**config.mk**
```make
export PLATFORM = sky130hd
export DESIGN_NAME = axis_mux_rr_arbiter
export DESIGN_NICKNAME = d
export VERILOG_FILES = /design/src/rtl/axis_arb_pkg.sv /design/src/rtl/rr_priority_picker.sv /design/src/rtl/axis_mux_rr_arbiter.sv
export SDC_FILE = /design/constraint.sdc
export NUM_CORES = 1
export LEC_CHECK = 0
export CAP_MARGIN = 40
export CORE_MARGIN = 2
export CORE_UTILIZATION = 54
export CTS_CLUSTER_DIAMETER = 40
export DETAILED_ROUTE_END_ITERATION = 16
export PLACE_DENSITY = 0.89
export SETUP_SLACK_MARGIN = 0.05
export SYNTH_ARGS = -nofsm -noshare
export SYNTH_HDL_FRONTEND = slang
export SYNTH_SLANG_ARGS = --single-unit
```
**constraint.sdc**
```tcl
create_clock -name ACLK -period 4.5 [get_ports ACLK]
set_clock_uncertainty 0.05 [all_clocks]
set_input_delay 0.45 -clock ACLK [delete_from_list [all_inputs] [get_ports ACLK]]
set_output_delay 0.45 -clock ACLK [all_outputs]
set_load 0.1 [all_outputs]
```
**src/rtl/axis_arb_pkg.sv**
```systemverilog
// Shared types and helpers for the AXI-Stream packet arbiters.
package axis_arb_pkg;

  typedef enum logic {
    ARB_IDLE  = 1'b0,
    ARB_GRANT = 1'b1
  } arb_state_t;

  // Round-robin successor of idx among n channels, wrapping n-1 -> 0.
  function automatic int rr_next_idx(input int idx, input int n);
    return (idx >= n - 1) ? 0 : idx + 1;
  endfunction

endpackage

```
**src/rtl/rr_priority_picker.sv**
```systemverilog
// Combinational round-robin picker: the first set request bit found by
// scanning last_grant+1 upward with wrap; last_grant itself is scanned last.
module rr_priority_picker
  import axis_arb_pkg::*;
#(
  parameter int N = 5,
  parameter int W = $clog2(N)
) (
  input  logic [N-1:0] req,
  input  logic [W-1:0] last_grant,
  output logic [W-1:0] pick,
  output logic         any_req
);

  // Scan all N positions starting after last_grant; the first hit wins.
  always_comb begin
    int cand;
    logic found;
    logic [N-1:0] req_sh;
    pick    = '0;
    any_req = |req;
    found   = 1'b0;
    req_sh  = '0;
    cand    = int'(last_grant);
    for (int k = 0; k < N; k++) begin
      cand   = rr_next_idx(cand, N);
      req_sh = req >> cand;
      if (!found && req_sh[0]) begin
        found = 1'b1;
        pick  = W'(cand);
      end
    end
  end

endmodule

```
**src/rtl/axis_mux_rr_arbiter.sv**
```systemverilog
// Packet-level round-robin arbiter for an N:1 AXI-Stream mux.
// The grant is held for a whole packet and re-arbitrated on its last beat
// without an idle cycle.
//
// state     | meaning
// ----------+-----------------------------------------------------------
// ARB_IDLE  | no grant; en=0, waiting for any request
// ARB_GRANT | ctrl selects the granted input; held until the last beat
module axis_mux_rr_arbiter
  import axis_arb_pkg::*;
#(
  parameter int CHANNEL_NUMBER       = 5,
  parameter int CHANNEL_NUMBER_WIDTH = $clog2(CHANNEL_NUMBER),
  parameter int MAX_BEATS            = 0
) (
  input  logic                            ACLK,
  input  logic                            ARESETn,
  input  logic [CHANNEL_NUMBER-1:0]       req,
  input  logic                            out_tvalid,
  input  logic                            out_tready,
  input  logic                            out_tlast,
  output logic                            en,
  output logic [CHANNEL_NUMBER_WIDTH-1:0] ctrl,
  output logic                            busy
);

  localparam int BW         = ($clog2(MAX_BEATS + 1) > 1) ? $clog2(MAX_BEATS + 1) : 1;
  localparam int LAST_CNT_I = (MAX_BEATS > 0) ? MAX_BEATS - 1 : 0;
  localparam logic [BW-1:0] LAST_CNT = BW'(LAST_CNT_I);
  localparam logic [CHANNEL_NUMBER_WIDTH-1:0] LG_RST = CHANNEL_NUMBER_WIDTH'(CHANNEL_NUMBER - 1);

  arb_state_t                      state, state_nxt;
  logic [CHANNEL_NUMBER_WIDTH-1:0] ctrl_nxt;
  logic [CHANNEL_NUMBER_WIDTH-1:0] last_grant, last_grant_nxt;
  logic [BW-1:0]                   beat_cnt, beat_cnt_nxt;
  logic                            busy_nxt, en_nxt;
  logic [CHANNEL_NUMBER_WIDTH-1:0] pick;
  logic                            any_req;
  logic                            beat, cnt_done, last;

  rr_priority_picker #(
    .N (CHANNEL_NUMBER),
    .W (CHANNEL_NUMBER_WIDTH)
  ) u_picker (
    .req        (req),
    .last_grant (last_grant),
    .pick       (pick),
    .any_req    (any_req)
  );

  assign beat     = en & out_tvalid & out_tready;
  assign cnt_done = (MAX_BEATS != 0) && (beat_cnt == LAST_CNT);
  assign last     = beat & (out_tlast | cnt_done);

  // Next-state decode. Since ctrl == last_grant while granted, the picker
  // only returns ctrl again when no other channel requests, which covers
  // the "solo requester keeps streaming" case without a separate branch.
  always_comb begin
    state_nxt      = state;
    ctrl_nxt       = ctrl;
    last_grant_nxt = last_grant;
    beat_cnt_nxt   = beat_cnt;
    busy_nxt       = busy;
    unique case (state)
      ARB_IDLE: begin
        busy_nxt     = 1'b0;
        beat_cnt_nxt = '0;
        if (any_req) begin
          state_nxt      = ARB_GRANT;
          ctrl_nxt       = pick;
          last_grant_nxt = pick;
        end
      end
      ARB_GRANT: begin
        if (last) begin
          beat_cnt_nxt = '0;
          busy_nxt     = 1'b0;
          if (any_req) begin
            ctrl_nxt       = pick;
            last_grant_nxt = pick;
          end else begin
            state_nxt = ARB_IDLE;
          end
        end else if (beat) begin
          // Saturate so TLAST-only packets longer than the counter range
          // cannot wrap it.
          if (beat_cnt != '1) beat_cnt_nxt = beat_cnt + 1'b1;
          busy_nxt = 1'b1;
        end
      end
      default: state_nxt = ARB_IDLE;
    endcase
    en_nxt = (state_nxt == ARB_GRANT);
  end

  // State and registered outputs.
  always_ff @(posedge ACLK or negedge ARESETn) begin
    if (!ARESETn) begin
      state      <= ARB_IDLE;
      en         <= 1'b0;
      ctrl       <= '0;
      last_grant <= LG_RST;
      beat_cnt   <= '0;
      busy       <= 1'b0;
    end else begin
      state      <= state_nxt;
      en         <= en_nxt;
      ctrl       <= ctrl_nxt;
      last_grant <= last_grant_nxt;
      beat_cnt   <= beat_cnt_nxt;
      busy       <= busy_nxt;
    end
  end

endmodule
```
==> reports/qor.yml <==
cts_setup_buffers: 0
crit_path_start_kind: "register"
clk_latency_ps: 270
status: "completed"
io_buffer_count: 14
syn_area_um2: 1040
required_time_at_the_worst_slack_endpoint_ps: 4610
critical-path-slowest-cell: "sky130_fd_sc_hd__dfrtp_1"
routabilityCongestion: 0.938
fmax_mhz: 245
antenna-diode-count: 0
final_ant_viol_nets: 0
r2r_slack_ps: 430
cts_resized: 0
synth_enable_flop_cells: 0
pin_count_of_the_biggest_net_entering_global_routing: 15
setup_viol: 0
grt_antenna_before_repair: 0
finalHoldViolCount: 0
max-cap-violations: 0
final_period_minus_worst_setup_slack_ps: 4070
cp_arrival_ps: 4180
layout-area-overhead-vs-synth_pct: 22.5
rsz0062_at_grt: "no"
worst-setup-path-type: "register to register"
synth.yosys.warnings: 0
wire_per_inst_um: 15.9
dr.first_iter.drc_count: 55
post_dp_cell_area_um2: 1250
fp.dieW_um: 48.0
synth_ff_type: "sky130_fd_sc_hd__dfrtp_1"
wire_length_of_the_first_global_routing_pass_mm: 4.62
synth_seq_cells: 6
clock_tree_from_tritoncts: "done"
global_route.usage.total_pct: 28.9
drt_total_wl_mm: 2.87
cts-buffers-inserted: 3
first_global_vias: 1073
cts_hold_buffers: 0
timing.rr.end: "ctrl[2]"
timing.critical_path.to_type: "register"
post-route-period-util_pct: 90.5
clock_tree.buffer_depth: 2
ios: 15
cts_root_buf: "sky130_fd_sc_hd__clkbuf_4"
syn-mean-instance-area_um2: 7.63
num_rows: 15
synthArstFlopShare_pct: 100
vias: 1150
dp_hpwl_mm: 2.22
die-height_um: 48.0
cell_chain_critical_path: "inv_2, ha_1, nor2b_1, ha_1, nand2_1, ha_1, o21ai_2, ha_1, nand2_1, ha_1, o22ai_1, o21a_1, a21o_1, a21o_1, a21boi_0, a211o_1, nand2_1"
synthesis.instances: 137
cp_common_cell: "sky130_fd_sc_hd__ha_1"
min-delay-path-class: "primary input to asynchronous set/reset pin"
crit-reg2reg-launch: "last_grant[0]"
via_per_inst: 6.35
first_pass_iters: 6
setup_total_negative_slack_ps: 0
floorplan.initialDensity_pct: 59.2
final_core_utilization_pct: 72.6
design.core.area_um2: 1760
clk_transition_reported_paths_ps: 50
fin_nets: 176
synth_cell_type_count: 56
design_area_um2: 1280
post_synthesis_sequential_area_ratio_pct: 14.5
setup_ws_ps: 426
detail_route.drc_violations: 0
timing_max_transition_violations_final: 0
die_area_um2: 2300
worst_slew_pin_slew_ps: 725
clock_sink_count: 6
globalRouteOverflowTotal: 0
maximum_cell_stage_delay_along_the_critical_path_ps: 570
syn_nets: 156
drive_above_1_share_pct: 17.3
r2r_cells: 17
slew_limit_headroom_pct: 51.3
pre_cts_ws_ps: 473
critical_path_peak_fanout: 12
clock_tree.htree_level_count: 1
-- how the worst max path moves through the flow --
stage	cells after the start	slack (ps)	endpoint	start
6_report	17	430	ctrl[2]	last_grant[0]
4_1_cts	17	450	ctrl[2]	last_grant[0]
5_1_grt	17	160	last_grant[2]	last_grant[0]
2_1_floorplan	18	900	ctrl[2]	last_grant[0]
3_5_place_dp	17	470	ctrl[2]	last_grant[0]
3_3_place_gp	17	580	ctrl[2]	last_grant[0]
-- cell usage in the layout (no fill, tap or decap), drive strengths merged, types with 2 or more instances in the layout --
master	n
nand2	16
inv	15
clkdlybuf4s50	14
o21ai	12
nor2	10
a21oi	10
ha	9
dfrtp	5
buf	5
nand2b	5
nand3	4
clkbuf	4
a31oi	3
nor3b	3
nor2b	2
nand4	2
mux2i	2
nor3	2
a21o	2
a211oi	2
o21a	2
mux2	2
o31ai	2
o22ai	2
o211ai	2
-- critical path, delay by kind of cell (launching register included) --
family | cells | cell delay, ps
fa+ha+maj | 5 | 1780
compound gates | 7 | 1060
flops | 1 | 570
simple gates | 4 | 400
buf+inv | 1 | 100
-- per-stage QoR --
stage / hold WS [ps] / cells
6_report: 380 / 181
3_3_place_gp: 406 / 172
4_1_cts: 403 / 181
3_5_place_dp: 407 / 177
5_1_grt: 391 / 181
2_1_floorplan: 104 / 137
-- cell families (layout without fill, tap and decap cells) --
group / after synthesis / count (layout) / share of synthesized area (%)
muxes: 4 / 4 / 4.07
adders and majority gates: 9 / 9 / 10.8
AOI/OAI and AO/OA: 47 / 47 / 33.2
buffers and inverters: 19 / 38 / 8.98
and+or+nand+nor: 52 / 52 / 28.5
DFF: 6 / 6 / 14.5
-- sequential cells by signal, summed over array words and instances (netlist names) --
| name | cells |
|---|---|
| busy | 1 |
| ctrl | 1 |
| last_grant | 3 |
| state | 1 |
-- layout make-up --
class	count	area, um2
tap	25	31.3
clock buffer	4	26.3
sequential	6	151
inverter	15	56.3
timing repair buffer	19	215
multi-input combinational	112	800
fill	159	484
-- metal layers --
layer | global-route usage, % | part of all wire (%) | routed length (um)
met1 | 32.1 | 38 | 1080
met3 | 6.04 | 9.5 | 272
met4 | 15.7 | 2.5 | 72
met5 | 0 | 0 | 0
met2 | 50.7 | 50 | 1450
-- synth_stat cells (2+ instances only) --
library cell | n | area, um2
sky130_fd_sc_hd__nand2_1 | 15 | 56.3
sky130_fd_sc_hd__inv_1 | 14 | 52.6
sky130_fd_sc_hd__nor2_1 | 10 | 37.5
sky130_fd_sc_hd__a21oi_1 | 9 | 45.0
sky130_fd_sc_hd__ha_1 | 9 | 113
sky130_fd_sc_hd__dfrtp_1 | 5 | 125
sky130_fd_sc_hd__o21ai_0 | 5 | 25.0
sky130_fd_sc_hd__nand2b_1 | 4 | 25.0
sky130_fd_sc_hd__o21ai_1 | 4 | 20.0
sky130_fd_sc_hd__a31oi_1 | 3 | 18.8
sky130_fd_sc_hd__nand3_1 | 3 | 15.0
sky130_fd_sc_hd__o21ai_2 | 3 | 26.3
sky130_fd_sc_hd__a211oi_1 | 2 | 15.0
sky130_fd_sc_hd__a21o_1 | 2 | 15.0
sky130_fd_sc_hd__buf_4 | 2 | 15.0
sky130_fd_sc_hd__buf_6 | 2 | 22.5
sky130_fd_sc_hd__mux2i_1 | 2 | 20.0
sky130_fd_sc_hd__nand4_1 | 2 | 12.5
sky130_fd_sc_hd__nor2b_1 | 2 | 12.5
sky130_fd_sc_hd__nor3_1 | 2 | 10.0
sky130_fd_sc_hd__nor3b_1 | 2 | 15.0
Power is not shown: default switching activity piles up to over one toggle a cycle in this logic, so the estimate is an artifact.
